File: src/rtl/mole_round_ctrl.sv
// rtl/mole_round_ctrl.sv - whack-a-mole round sequencer: RNG request, timed mole window, hit/miss judging, score keeping
module mole_round_ctrl #(
    parameter int NUM_HOLES  = 5,
    parameter int ROUNDS     = 30,
    parameter int SHOW_TICKS = 8,
    parameter int GAP_TICKS  = 4
) (
    input  logic                 clkGlobal,
    input  logic                 reset,
    input  logic                 start,
    input  logic                 tick,
    input  logic [NUM_HOLES-1:0] btn,
    input  logic [2:0]           rnd_idx,
    output logic                 sample,
    output logic [NUM_HOLES-1:0] mole_led,
    output logic [2:0]           hole,
    output logic [5:0]           score,
    output logic [5:0]           misses,
    output logic [5:0]           round_cnt,
    output logic                 hit_pulse,
    output logic                 miss_pulse,
    output logic                 busy,
    output logic                 done
);

    typedef enum logic [2:0] {
        S_IDLE = 3'd0,
        S_PICK = 3'd1,
        S_LOAD = 3'd2,
        S_SHOW = 3'd3,
        S_HIT  = 3'd4,
        S_MISS = 3'd5,
        S_GAP  = 3'd6,
        S_DONE = 3'd7
    } state_t;

    localparam logic [7:0] SHOW_LOAD = 8'(SHOW_TICKS);
    localparam logic [7:0] GAP_LOAD  = 8'(GAP_TICKS);
    localparam logic [5:0] ROUNDS_W  = 6'(ROUNDS);

    state_t               r_state;
    state_t               w_state_nxt;
    logic [NUM_HOLES-1:0] r_btn_q;
    logic [7:0]           r_timer;
    logic [2:0]           r_hole;
    logic [5:0]           r_score;
    logic [5:0]           r_misses;
    logic [5:0]           r_round_cnt;

    logic [NUM_HOLES-1:0] w_rise;
    logic [NUM_HOLES-1:0] w_hole_1h;
    logic                 w_wrong;
    logic                 w_right;
    logic                 w_timeout;
    logic                 w_gap_end;
    logic [2:0]           w_fold_idx;

    // Press detection and judging terms; a wrong bit anywhere in the edge vetoes a hit.
    assign w_rise     = btn & ~r_btn_q;
    assign w_hole_1h  = NUM_HOLES'(1) << r_hole;
    assign w_wrong    = |(w_rise & ~w_hole_1h);
    assign w_right    = (w_rise == w_hole_1h);
    assign w_timeout  = tick && (r_timer == 8'd1);
    assign w_gap_end  = tick && (r_timer == 8'd1);
    // RNG gives 0..7; indexes 5..7 wrap onto holes 0..2.
    assign w_fold_idx = (rnd_idx >= 3'd5) ? (rnd_idx - 3'd5) : rnd_idx;

    assign hole      = r_hole;
    assign score     = r_score;
    assign misses    = r_misses;
    assign round_cnt = r_round_cnt;

    // State register.
    always_ff @(posedge clkGlobal) begin
        if (reset) begin
            r_state <= S_IDLE;
        end else begin
            r_state <= w_state_nxt;
        end
    end

    // Next-state logic; a press in the same cycle as the final tick is judged as a press.
    always_comb begin
        w_state_nxt = r_state;
        case (r_state)
            S_IDLE, S_DONE: begin
                if (start) begin
                    w_state_nxt = S_PICK;
                end
            end
            S_PICK: w_state_nxt = S_LOAD;
            S_LOAD: w_state_nxt = S_SHOW;
            S_SHOW: begin
                if (w_wrong) begin
                    w_state_nxt = S_MISS;
                end else if (w_right) begin
                    w_state_nxt = S_HIT;
                end else if (w_timeout) begin
                    w_state_nxt = S_MISS;
                end
            end
            S_HIT, S_MISS: begin
                if (r_round_cnt == ROUNDS_W) begin
                    w_state_nxt = S_DONE;
                end else begin
                    w_state_nxt = S_GAP;
                end
            end
            S_GAP: begin
                if (w_gap_end) begin
                    w_state_nxt = S_PICK;
                end
            end
            default: w_state_nxt = S_IDLE;
        endcase
    end

    // Datapath: button history, window timer, hole capture and game counters.
    always_ff @(posedge clkGlobal) begin
        if (reset) begin
            r_btn_q     <= '0;
            r_timer     <= '0;
            r_hole      <= '0;
            r_score     <= '0;
            r_misses    <= '0;
            r_round_cnt <= '0;
        end else begin
            r_btn_q <= btn;
            case (r_state)
                S_IDLE, S_DONE: begin
                    if (start) begin
                        r_score     <= '0;
                        r_misses    <= '0;
                        r_round_cnt <= '0;
                    end
                end
                S_LOAD: begin
                    r_hole  <= w_fold_idx;
                    r_timer <= SHOW_LOAD;
                end
                S_SHOW: begin
                    if (w_state_nxt == S_HIT) begin
                        r_score     <= r_score + 6'd1;
                        r_round_cnt <= r_round_cnt + 6'd1;
                    end else if (w_state_nxt == S_MISS) begin
                        r_misses    <= r_misses + 6'd1;
                        r_round_cnt <= r_round_cnt + 6'd1;
                    end else if (tick) begin
                        r_timer <= r_timer - 8'd1;
                    end
                end
                S_HIT, S_MISS: r_timer <= GAP_LOAD;
                S_GAP: begin
                    if (tick) begin
                        r_timer <= r_timer - 8'd1;
                    end
                end
                default: ;
            endcase
        end
    end

    // Moore outputs decoded from the current state.
    always_comb begin
        sample     = 1'b0;
        mole_led   = '0;
        hit_pulse  = 1'b0;
        miss_pulse = 1'b0;
        busy       = 1'b1;
        done       = 1'b0;
        case (r_state)
            S_IDLE: busy = 1'b0;
            S_PICK: sample = 1'b1;
            S_SHOW: mole_led = w_hole_1h;
            S_HIT:  hit_pulse = 1'b1;
            S_MISS: miss_pulse = 1'b1;
            S_DONE: begin
                busy = 1'b0;
                done = 1'b1;
            end
            default: ;
        endcase
    end

endmodule

File: config.mk
export PLATFORM = sky130hd
export DESIGN_NAME = mole_round_ctrl
export DESIGN_NICKNAME = d
export VERILOG_FILES = /design/src/rtl/mole_round_ctrl.sv
export SDC_FILE = /design/constraint.sdc
export NUM_CORES = 1
export LEC_CHECK = 0
export BUFFER_PORTS_ARGS = -buffer_cell sky130_fd_sc_hd__buf_4
export CORE_AREA = 2 2 79 100
export CTS_CLUSTER_DIAMETER = 80
export DETAILED_ROUTE_END_ITERATION = 8
export DIE_AREA = 0 0 81 102
export HOLD_SLACK_MARGIN = 0.12
export PLACE_DENSITY = 0.52
export SLEW_MARGIN = 20
export SYNTH_ARGS = -nofsm -noshare
export SYNTH_HDL_FRONTEND = slang
export SYNTH_SLANG_ARGS = --single-unit
export TNS_END_PERCENT = 100
File: constraint.sdc
create_clock -name clkGlobal -period 2.3 [get_ports clkGlobal]
set_input_delay 0.115 -clock clkGlobal [delete_from_list [all_inputs] [get_ports clkGlobal]]
set_output_delay 0.115 -clock clkGlobal [all_outputs]
set_load 0.02 [all_outputs]
### Yosys cells after proc, flatten, opt, wreduce, memory -nomap -nowiden

Index checks and enable logic that the tools add are counted.

| cells by class | value |
|---|---|
| shift-type cells | 1 |
| reduce and logical (&&, ||, !) cells | 11 |
| equality and inequality tests | 18 |
| $add $sub $neg | 5 |
| $lt $le $gt $ge | 1 |
| bitwise operators | 4 |
| mux-type cells | 27 |

Operator list:

| kind | number |
|---|---|
| $mux 6 | 6 |
| $pmux 6 s2 | 3 |
| $pmux 8 s4 | 1 |
| $mux 8 | 3 |
| $add 6x1->6 const B | 3 |
| $eq 3x3->1 const B | 6 |
| $mux 3 | 6 |
| $pmux 3 s6 | 1 |
| $and 5x5->5 | 2 |
| $not 5->5 | 2 |
| $reduce_and 3->1 | 3 |
| $eq 8x1->1 const B | 1 |
| $ne 2x2->1 const B | 4 |
| $sub 8x1->8 const B | 1 |
| $eq 3x2->1 const B | 2 |
| $eq 6x5->1 const B | 1 |
| $mux 1 | 6 |
| $eq 5x5->1 | 1 |
| $mux 5 | 1 |
| $reduce_or 5->1 | 1 |
| $shl 1x3->5 const A | 1 |
| $reduce_and 4->1 | 1 |
| $reduce_bool 4->1 | 1 |
| $reduce_or 2->1 | 2 |
| other kinds (8) | 8 |

| storage, ports and cells | value |
|---|---|
| register bits | 37 |

### Longest topological paths before layout

Gate-level depths: netlist of the first run.

| depth | value |
|---|---|
| depth in word-level cells | 10 |
| mapped depth | 9 |
| gate-level depth less buffers | 8 |

### Worst setup path before layout of the first run

No wires, ideal clock.

| timing | value |
|---|---|
| path kind | reg2reg |
| from | reg r_hole[1], in the netlist hole[1] |
| to | reg r_round_cnt[1], in the netlist round_cnt[1] |
| cell stages (with the launch flop) | 9 |
| clock period less this slack | 2.674 ns |
| setup slack | -0.374 ns |
| library setup time | 0.066 ns |
| data arrival time | 2.608 ns |
| buffers on the path | 1 |
| required time | 2.234 ns |
| cells stage by stage | dfxtp_1 > or3b_2 > ha_1 > or4_4 > or2_4 > o31ai_4 > buf_6 > nand3_1 > a21oi_2 |

| between the ends | value |
|---|---|
| longest elaborated chain between the ends | 9 |

Ends and longest elaborated chain:

| element | line | source |
|---|---|---|
| start, declared | 45 | `logic [2:0] r_hole;` |
| start signal, assigned | 138 | `r_hole <= w_fold_idx;` |
| $shl 1x3->5 * | 60 | `assign w_hole_1h = NUM_HOLES'(1) << r_hole;` |
| $not 5->5 | 61 | `assign w_wrong = \|(w_rise & ~w_hole_1h);` |
| $and 5x5->5 | 61 |  |
| $reduce_or 5->1 | 61 |  |
| $mux 3 * | 94 | `if (w_wrong) begin` |
| $pmux 3 s6 * | 85 | `case (r_state)` |
| $eq 3x3->1, on equally long branches | 142, 145 |  |
| $ne 3x3->1 (no line) / $mux 6 (equally long branches) | - |  |
| $reduce_and 3->1 (no line) / $pmux 6 s2 (equally long branches) | - |  |
| end signal, assigned | 144 | `r_round_cnt <= r_round_cnt + 6'd1;` |
| end signal, assigned | 147 | `r_round_cnt <= r_round_cnt + 6'd1;` |
| end, declared | 48 | `logic [5:0] r_round_cnt;` |

Every way passes the cells marked *; elsewhere a longest branch is shown, timed or not.
A chain may end at the register's enable or synchronous reset.

### Final worst setup path of the first run

| timing | value |
|---|---|
| from | reg r_hole[0], in the netlist hole[0] |
| to | reg r_round_cnt[1], in the netlist round_cnt[1] |

The elaborated chain is that of the path after synthesis.

==> results of run 1 <==
[state kept, by name, summed over array words and instances, names as in the netlist]
signal     cells
score          6
r_state        3
misses         6
round_cnt      6
hole           3
r_btn_q        5
r_timer        8
[kinds of logic after synthesis]
| family | Yosys count | share of synthesized area (%) |
|---|---|---|
| buffers and inverters | 24 | 5.68 |
| flip-flops | 37 | 31.7 |
| XOR/XNOR | 4 | 1.50 |
| multiplexers | 3 | 1.29 |
| adder cells (fa/ha/maj) | 13 | 6.97 |
| AND/OR/NAND/NOR | 143 | 33.1 |
| AO/OA/AOI/OAI | 68 | 19.7 |
[per-stage QoR]
step | instances | total power, mW
after floorplan | 292 | 1.54
after global placement | 438 | 1.95
after detailed placement | 438 | 1.96
after CTS | 455 | 2.46
after global routing | 465 | 2.74
final | 465 | 2.56
[what timing repair did]
action,CTS,global route
endpoints found under the hold margin,5,0
gates resized for setup,9,23
pin swaps,4,10
buffers inserted,4,10
hold buffers,5,0
endpoints found under the setup margin,25,28
[final cells by class]
| cell class | instances | area (um^2) | area share [%] |
|---|---|---|---|
| Multi-Input combinational cell | 231 | 1620 | 48.9 |
| Sequential cell | 37 | 749 | 22.7 |
| Timing Repair Buffer | 88 | 709 | 21.5 |
| Tap cell | 92 | 115 | 3.48 |
| Clock buffer | 5 | 68.8 | 2.08 |
| Inverter | 9 | 33.8 | 1.02 |
| Clock inverter | 3 | 12.5 | 0.379 |
[cells in the mapped netlist (all sizes together), types with 2 or more instances]
cell type / number / share of area [%]
or4: 3 / 1.1
or2: 4 / 1.2
o2bb2ai: 2 / 0.75
clkbuf: 10 / 2.6
or3: 6 / 1.7
nor2b: 11 / 2.9
o21a: 2 / 0.64
o31ai: 4 / 1.9
nor3b: 3 / 0.96
a211o: 2 / 0.80
nand2b: 9 / 2.4
and2: 4 / 1.1
buf: 5 / 1.6
nor4: 2 / 0.80
nand3b: 7 / 2.3
a31oi: 4 / 1.1
o41ai: 2 / 0.75
nand2: 21 / 3.4
dfxtp: 37 / 32
mux2i: 3 / 1.3
nand4: 7 / 1.9
o21ai: 16 / 3.4
ha: 13 / 7.0
nor3: 9 / 1.9
inv: 9 / 1.4
xnor2: 2 / 0.75
xor2: 2 / 0.75
o211ai: 4 / 1.3
a21oi: 19 / 4.2
a211oi: 2 / 0.64
nor2: 30 / 4.8
a311oi: 2 / 0.75
nand3: 21 / 4.7
and3: 3 / 0.80
[power groups by stage]
stage          logic [mW]  clock network, mW  registers (mW)
2_1_floorplan       0.748                  0           0.792
3_3_place_gp         1.14                  0           0.810
3_5_place_dp         1.15                  0           0.812
4_1_cts              1.21              0.456           0.796
5_1_grt              1.45              0.479           0.809
6_report             1.33              0.439           0.798
[worst paths after layout]
kind | start | endpoint | slack, ps | cells after the start
min reg2reg | misses[5]$_SDFFE_PP0P_ | misses[5]$_SDFFE_PP0P_ | 500 | 2
max | hole[0]$_SDFFE_PP0P_ | round_cnt[1]$_SDFFE_PP0P_ | -200 | 9
max reg2reg | hole[0]$_SDFFE_PP0P_ | round_cnt[1]$_SDFFE_PP0P_ | -200 | 9
min | rnd_idx[0] | hole[0]$_SDFFE_PP0P_ | 130 | 3
[metal layers]
layer / global-route usage, % / vias to the layer above
met2: 28.9 / 49
met4: 5.22 / 0
met1: 19.0 / 1144
met5: 0 / -
met3: 2.39 / 4
li1: - / 1217
[worst max-delay path: stages (launching register included)]
cell	delay, ps
dfxtp_4	360
or3b_4	410
ha_4	160
or4_4	500
or2_4	300
o31ai_4	240
buf_4	160
buf_6	110
or2_4	110
a21oi_2	40
==> results.cfg, run 1 <==
[cts]
cts_tree = yes
clock_latency_ps = 290
h-tree-depth = 2
numCtsBuffers = 5
clock_path_buffers = 2
clk_pin_slew_ps = 70
cts.sinks = 37
clockRootBuffer = clkbuf_8

[power_and_ir_drop]
ir_drop_mv = 0.446
power_frac_comb_pct = 51.8
clock_power_share_pct = 17.1
netSwitchingPower_mw = 1.03
p_leak_nw = 1.29
p_int_mw = 1.53
p_per_area_nw_per_um2 = 775
pwr-share-seq_pct = 31.1
swShare_pct = 40.3

[synth]
syn_inst = 292
syn_avg_cell_area_um2 = 8.00
yosys_most_used_dff = dfxtp_1
synth-seq-cells = 37
netlist_area_um2 = 2330
synth_edf_count = 0
ys_seq_area_share_pct = 31.7
yosys_warnings = 0
syn-num-nets = 317
async_reset_ff_share_pct = 0
synth_cell_types = 57

[cells_and_area]
utilization_pct = 45.5
layout_commonest_cell = buf_4
num_antenna_cells = 0
fillers = 768
final_nets = 397
areaGrowthSynthToFinish_pct = 41.6
final_area_um2 = 3310
final_cell_mix = buf_4, dfxtp_1, nor2_1
drive_gt1_share_pct = 35.1

[placement]
place.gp.congestion = 0.825
io_buffers = 42
postPlaceCellArea_um2 = 2940
dp_slack_ps = -325
dp.final_hpwl_mm = 4.61

[detailed_routing]
dr.max_layer_used = met4
ant_nets = 0
drc = 0
wl_met1_mm = 2.89
wl_met2_mm = 3.22
wl_met3_um = 197
dr.pass1.iters = 4
wl_mm = 6.39
drt-initial-drc-count = 78
num_vias = 2414
viasPerCell = 5.19
wire_per_inst_um = 13.7

[timing]
drv_slew = 0
max_freq_mhz = 399
final-setup-viol-count = 24
final-hold-violation-count = 0
maxSlewHeadroom_pct = 63.2
fin_ws_ps = -203
grt_setup_unrepaired = yes
fin_crit_sh_pct = 109
finalSetupTns_ps = -3540
holdWs_ps = 130
worst_pin_slew_ps = 546
fin_skew_ps = 4.13
fin_crit_ps = 2500

[job]
cap_violations = 0

[floorplan]
ioPinCount = 43
dieArea_um2 = 8260
die_y_um = 102
die_w_um = 81
rows = 35
start_util_pct = 32.1
core-area_um2 = 7270

[global_route]
grt_pass1_wl_mm = 10.5
grt_overflow = 0
grt_max_degree = 32
grt_use_total_pct = 15.9
antenna_found_initial = 0
grt_pass1_vias = 2283

[worst_setup_path]
critPathArrivalTime_ps = 2670
path_class = flip-flop to flip-flop
required_ps = 2470
worstPathMaxFanout = 5
critPathCaptureType = flip-flop
cp-start-kind = flip-flop

[run_status]
violations = setup timing
run_status = finished with violations

[hold_path]
hold_class = input pin to flip-flop
Note: power is estimated with default switching activity, not from simulation.
==> run 2, diff against run 1 <==
PLACE_DENSITY = 0.65   (was 0.52)
==> results.cfg, run 2 (synthesis gave the netlist of run 1 again) <==
[worst_setup_path]
path_class = flip-flop to flip-flop
crit_chain = or3b_4 -> ha_4 -> or4_4 -> or2_4 -> o31ai_4 -> buf_12 -> buf_4 -> nand3_2 -> a21oi_2
reg2reg_from = hole[1]$_SDFFE_PP0P_
worstPathMaxFanout = 8
cp-start-kind = flip-flop
reg2reg_to = r_timer[0]$_SDFFE_PP0P_
rrSetupSlack_ps = -290
crit_slowest_cell = or4_4
reg2regPathDepth = 9
cpPeakStageDelay_ps = 560
cp_num_buf_inv = 2
required_ps = 2530
cp_top_family = simple AND/OR/NAND/NOR gates
critPathCaptureType = flip-flop
critPathArrivalTime_ps = 2820

[cts]
numCtsBuffers = 5
cts_tree = yes
h-tree-depth = 2
clockRootBuffer = clkbuf_8
cts.sinks = 37
clock_latency_ps = 300
clk_pin_slew_ps = 70
clock_path_buffers = 2

[detailed_routing]
dr.pass1.iters = 4
viasPerCell = 5.37
ant_nets = 0
wl_mm = 6.41
wire_per_inst_um = 14.1
drc = 0
num_vias = 2443
drt-initial-drc-count = 145

[timing]
fin_crit_sh_pct = 112
fin_crit_ps = 2590
fin_skew_ps = 11.1
final-hold-violation-count = 0
drv_slew = 0
fin_ws_ps = -286
max_freq_mhz = 387
final-setup-viol-count = 24
maxSlewHeadroom_pct = 60.1
holdWs_ps = 130
worst_pin_slew_ps = 598
grt_setup_unrepaired = yes

[power_and_ir_drop]
p_leak_nw = 1.26
pwr-share-seq_pct = 31.1
swShare_pct = 41.0
p_int_mw = 1.50
clock_power_share_pct = 18.2
ir_drop_mv = 0.350
power_frac_comb_pct = 50.7
netSwitchingPower_mw = 1.04
p_per_area_nw_per_um2 = 777

[placement]
dp.final_hpwl_mm = 4.62
dp_cells = 435
io_buffers = 42
place.gp.congestion = 0.852

[global_route]
antenna_found_initial = 0
grt_overflow = 0
grt_pass1_vias = 2331
grt_pass1_wl_mm = 10.3
grt_use_total_pct = 15.6
grt_max_degree = 32

[hold_path]
hold_class = input pin to flip-flop
holdPathStages = 3
min_delay_worst_endpoint = hole[0]$_SDFFE_PP0P_
hold_start = rnd_idx[0]

[cells_and_area]
top_register = r_timer
drive_gt1_share_pct = 33.9
areaGrowthSynthToFinish_pct = 39.7
fillers = 758
layout_commonest_cell = buf_4
final_cells = 455
num_antenna_cells = 0
final_cell_mix = buf_4, dfxtp_1, nor2_1
largest_register_ffs = 8
final_nets = 387

[floorplan]
dieArea_um2 = 8260
start_util_pct = 32.1
die_w_um = 81
ioPinCount = 43
core-area_um2 = 7270
die_y_um = 102
rows = 35

[run_status]
violations = setup timing
run_status = finished with violations

[job]
cap_violations = 0
-- run 2: power groups by stage --
stage / Sequential [mW] / Combinational, mW / Clock, mW
floorplan: 0.792 / 0.748 / 0
global placement: 0.794 / 1.10 / 0
detailed placement: 0.796 / 1.12 / 0
CTS: 0.782 / 1.17 / 0.475
global route: 0.795 / 1.41 / 0.502
finish: 0.787 / 1.28 / 0.462
-- run 2: worst reg2reg max path, cell delays in order, from the launching register on --
cell and delay [ps]:
dfxtp_4 360, or3b_4 400, ha_4 160, or4_4 560
or2_4 270, o31ai_4 290, buf_12 170, buf_4 120
nand3_2 70, a21oi_2 130
-- run 2: stage by stage --
stage | util [%] | instance area [um^2] | power [mW] | setup TNS, ps | setup WS [ps]
final | 44.9 | 3260 | 2.53 | -4390 | -286
after global routing | 44.9 | 3260 | 2.71 | -7110 | -376
after CTS | 42.9 | 3120 | 2.43 | -2570 | -213
after detailed placement | 40.1 | 2910 | 1.92 | -3350 | -288
after global placement | 40.1 | 2910 | 1.90 | -2400 | -194
after floorplan | - | 2380 | 1.54 | -1300 | -108
-- run 2: area by class of cell --
cell class / instances / area (um^2) / area share [%]
repair buffers: 78 / 631 / 19.3
clock buffers: 5 / 68.8 / 2.11
multi-input cells: 231 / 1650 / 50.5
well taps: 92 / 115 / 3.53
clock inverters: 3 / 17.5 / 0.537
flip-flops and latches: 37 / 749 / 23.0
inverters: 9 / 33.8 / 1.04
-- run 2: layer usage --
layer	part of all wire [%]	vias to the layer above	wire [um]	GRT usage (%)
met2	52	55	3350	28.5
met1	42	1175	2700	18.2
met3	4.0	10	258	2.65
met4	1.6	0	104	5.08
met5	0	-	0	0
li1	-	1203	-	-
-- run 2: how the worst max path moves through the flow --
stage / start / endpoint / slack [ps] / cells past startpoint
CTS: hole[0]$_SDFFE_PP0P_ / r_timer[6]$_SDFFE_PP0P_ / -210 / 8
floorplan: hole[1]$_SDFFE_PP0P_ / round_cnt[0]$_SDFFE_PP0P_ / -110 / 8
finish: hole[1]$_SDFFE_PP0P_ / r_timer[0]$_SDFFE_PP0P_ / -290 / 9
global placement: hole[0]$_SDFFE_PP0P_ / misses[5]$_SDFFE_PP0P_ / -190 / 9
global route: hole[2]$_SDFFE_PP0P_ / r_timer[6]$_SDFFE_PP0P_ / -380 / 8
detailed placement: hole[0]$_SDFFE_PP0P_ / score[5]$_SDFFE_PP0P_ / -290 / 8
-- run 2: what timing repair did --
| item | CTS | global route |
|---|---|---|
| hold buffers | 5 | 0 |
| endpoints found under the setup margin | 23 | 29 |
| resized for setup | 12 | 27 |
| buffers inserted | 3 | 5 |
| endpoints found under the hold margin | 5 | 0 |
| pin swaps | 6 | 14 |
| cloned | 0 | 0 |
==> run 3, diff against run 2 <==
BUFFER_PORTS_ARGS = -buffer_cell sky130_fd_sc_hd__buf_2   (was -buffer_cell sky130_fd_sc_hd__buf_4)
PLACE_DENSITY = 0.63   (was 0.65)
clock period = 2.4 ns   (was 2.3 ns; I/O delays follow)
==> results.cfg, run 3 (synthesis gave the netlist of run 1 again) <==
[worst_setup_path]
worstPathMaxFanout = 5
reg2reg_from = hole[0]$_SDFFE_PP0P_
crit_path_start = hole[0]$_SDFFE_PP0P_
critPathCaptureType = flip-flop
required_ps = 2610
crit_slowest_cell = or4_4
critPathArrivalTime_ps = 2630
path_class = flip-flop to flip-flop
crit_chain = or3_4 -> ha_4 -> or4_4 -> or2_4 -> o31ai_4 -> buf_6 -> a31oi_1 -> a211oi_1
cpPeakStageDelay_ps = 490
cp-start-kind = flip-flop

[timing]
final-hold-violation-count = 0
grt_setup_unrepaired = yes
fin_crit_sh_pct = 101
fin_skew_ps = 8.95
final-setup-viol-count = 6
max_freq_mhz = 412
drv_slew = 0
holdWs_ps = 136
fin_ws_ps = -26.5
maxSlewHeadroom_pct = 62.2
worst_pin_slew_ps = 568
fin_crit_ps = 2430

[cells_and_area]
final_area_um2 = 2990
num_antenna_cells = 0
areaGrowthSynthToFinish_pct = 28.2
top_register = r_timer
fillers = 763
final_nets = 382
register_area_um2 = 749
layout_commonest_cell = buf_2
drive_gt1_share_pct = 29.1
final_cell_mix = buf_2, dfxtp_1, nor2_1
multi_input_comb_area_um2 = 1540
utilization_pct = 41.2
largest_register_ffs = 8

[floorplan]
core-area_um2 = 7270
dieArea_um2 = 8260
start_util_pct = 32.1
die_y_um = 102
ioPinCount = 43
rows = 35
die_w_um = 81

[global_route]
grt_max_degree = 32
antenna_found_initial = 0
grt_overflow = 0
grt_pass1_vias = 2249
grt_use_total_pct = 15.6
grt_pass1_wl_mm = 10.4

[placement]
dp.final_hpwl_mm = 4.47
dp_slack_ps = -165
place.gp.congestion = 0.908
io_buffers = 42
postPlaceCellArea_um2 = 2790

[cts]
cts_tree = yes
clock_path_buffers = 2
clk_pin_slew_ps = 70
cts.sinks = 37
numCtsBuffers = 5
clockRootBuffer = clkbuf_8
h-tree-depth = 2
clock_latency_ps = 290

[power_and_ir_drop]
p_total_mw = 2.30
clock_power_share_pct = 18.5
power_frac_comb_pct = 49.2
netSwitchingPower_mw = 0.940
pwr-share-seq_pct = 32.2
ir_drop_mv = 0.282
p_per_area_nw_per_um2 = 769
p_int_mw = 1.36
swShare_pct = 40.8
p_leak_nw = 1.21

[detailed_routing]
drc = 0
num_vias = 2366
wl_mm = 5.90
wire_per_inst_um = 13.1
drt-initial-drc-count = 81
viasPerCell = 5.26
dr.pass1.iters = 4
ant_nets = 0

[run_status]
violations = setup timing
run_status = finished with violations

[hold_path]
hold_class = input pin to flip-flop
hold_start = rnd_idx[2]

[job]
cap_violations = 0
-- run 3: area by class of cell --
class	count	share of cell area, %
repair buffers	73	15.9
multi-input cells	231	51.4
clock buffers	6	2.42
flip-flops and latches	37	25.0
inverters	9	1.13
clock inverters	2	0.334
well taps	92	3.84
-- run 3: path summary, 6_finish.rpt --
check                            end  slack [ps]  cells after the start
min reg2reg    score[5]$_SDFFE_PP0P_         470                      1
max reg2reg  r_timer[7]$_SDFFE_PP0P_         -30                      8
max          r_timer[7]$_SDFFE_PP0P_         -30                      8
min             hole[2]$_SDFFE_PP0P_         140                      3
-- run 3: per-stage QoR --
step / instances / TNS [ps]
final: 450 / -82.8
after global routing: 450 / -1590
after CTS: 450 / -395
after floorplan: 292 / -18.7
after detailed placement: 437 / -1340
after global placement: 437 / -1170
-- run 3: repair_timing --
item                                    4_1_cts  5_1_grt
endpoints found under the setup margin       19       23
hold buffers                                  5        0
hold endpoints to repair                      5        0
cloned                                        0        0
gates resized for setup                      12        8
pin swaps                                    13        1
setup buffers                                 0        0
-- run 3: power by group through the flow --
stage | clock [mW] | sequential, mW | combinational [mW]
2_1_floorplan | 0 | 0.758 | 0.711
3_3_place_gp | 0 | 0.752 | 1.05
3_5_place_dp | 0 | 0.754 | 1.06
4_1_cts | 0.445 | 0.741 | 1.11
5_1_grt | 0.472 | 0.754 | 1.25
6_report | 0.427 | 0.742 | 1.13
-- run 3: per-layer routing --
metal  track usage, %  vias up  wire (um)
met1             19.7     1110       2610
met4             7.30        0        158
li1                 -     1193          -
met5                0        -          0
met3             2.47       11        252
met2             26.1       52       2880
-- run 3: worst max-delay path: cells and delay by family (launching register included) --
family	cells	cell delay, ps
AND/OR/NAND/NOR	3	1160
AO/OA/AOI/OAI	3	490
flip-flops	1	350
buffers and inverters	1	180
adder cells (fa/ha/maj)	1	160
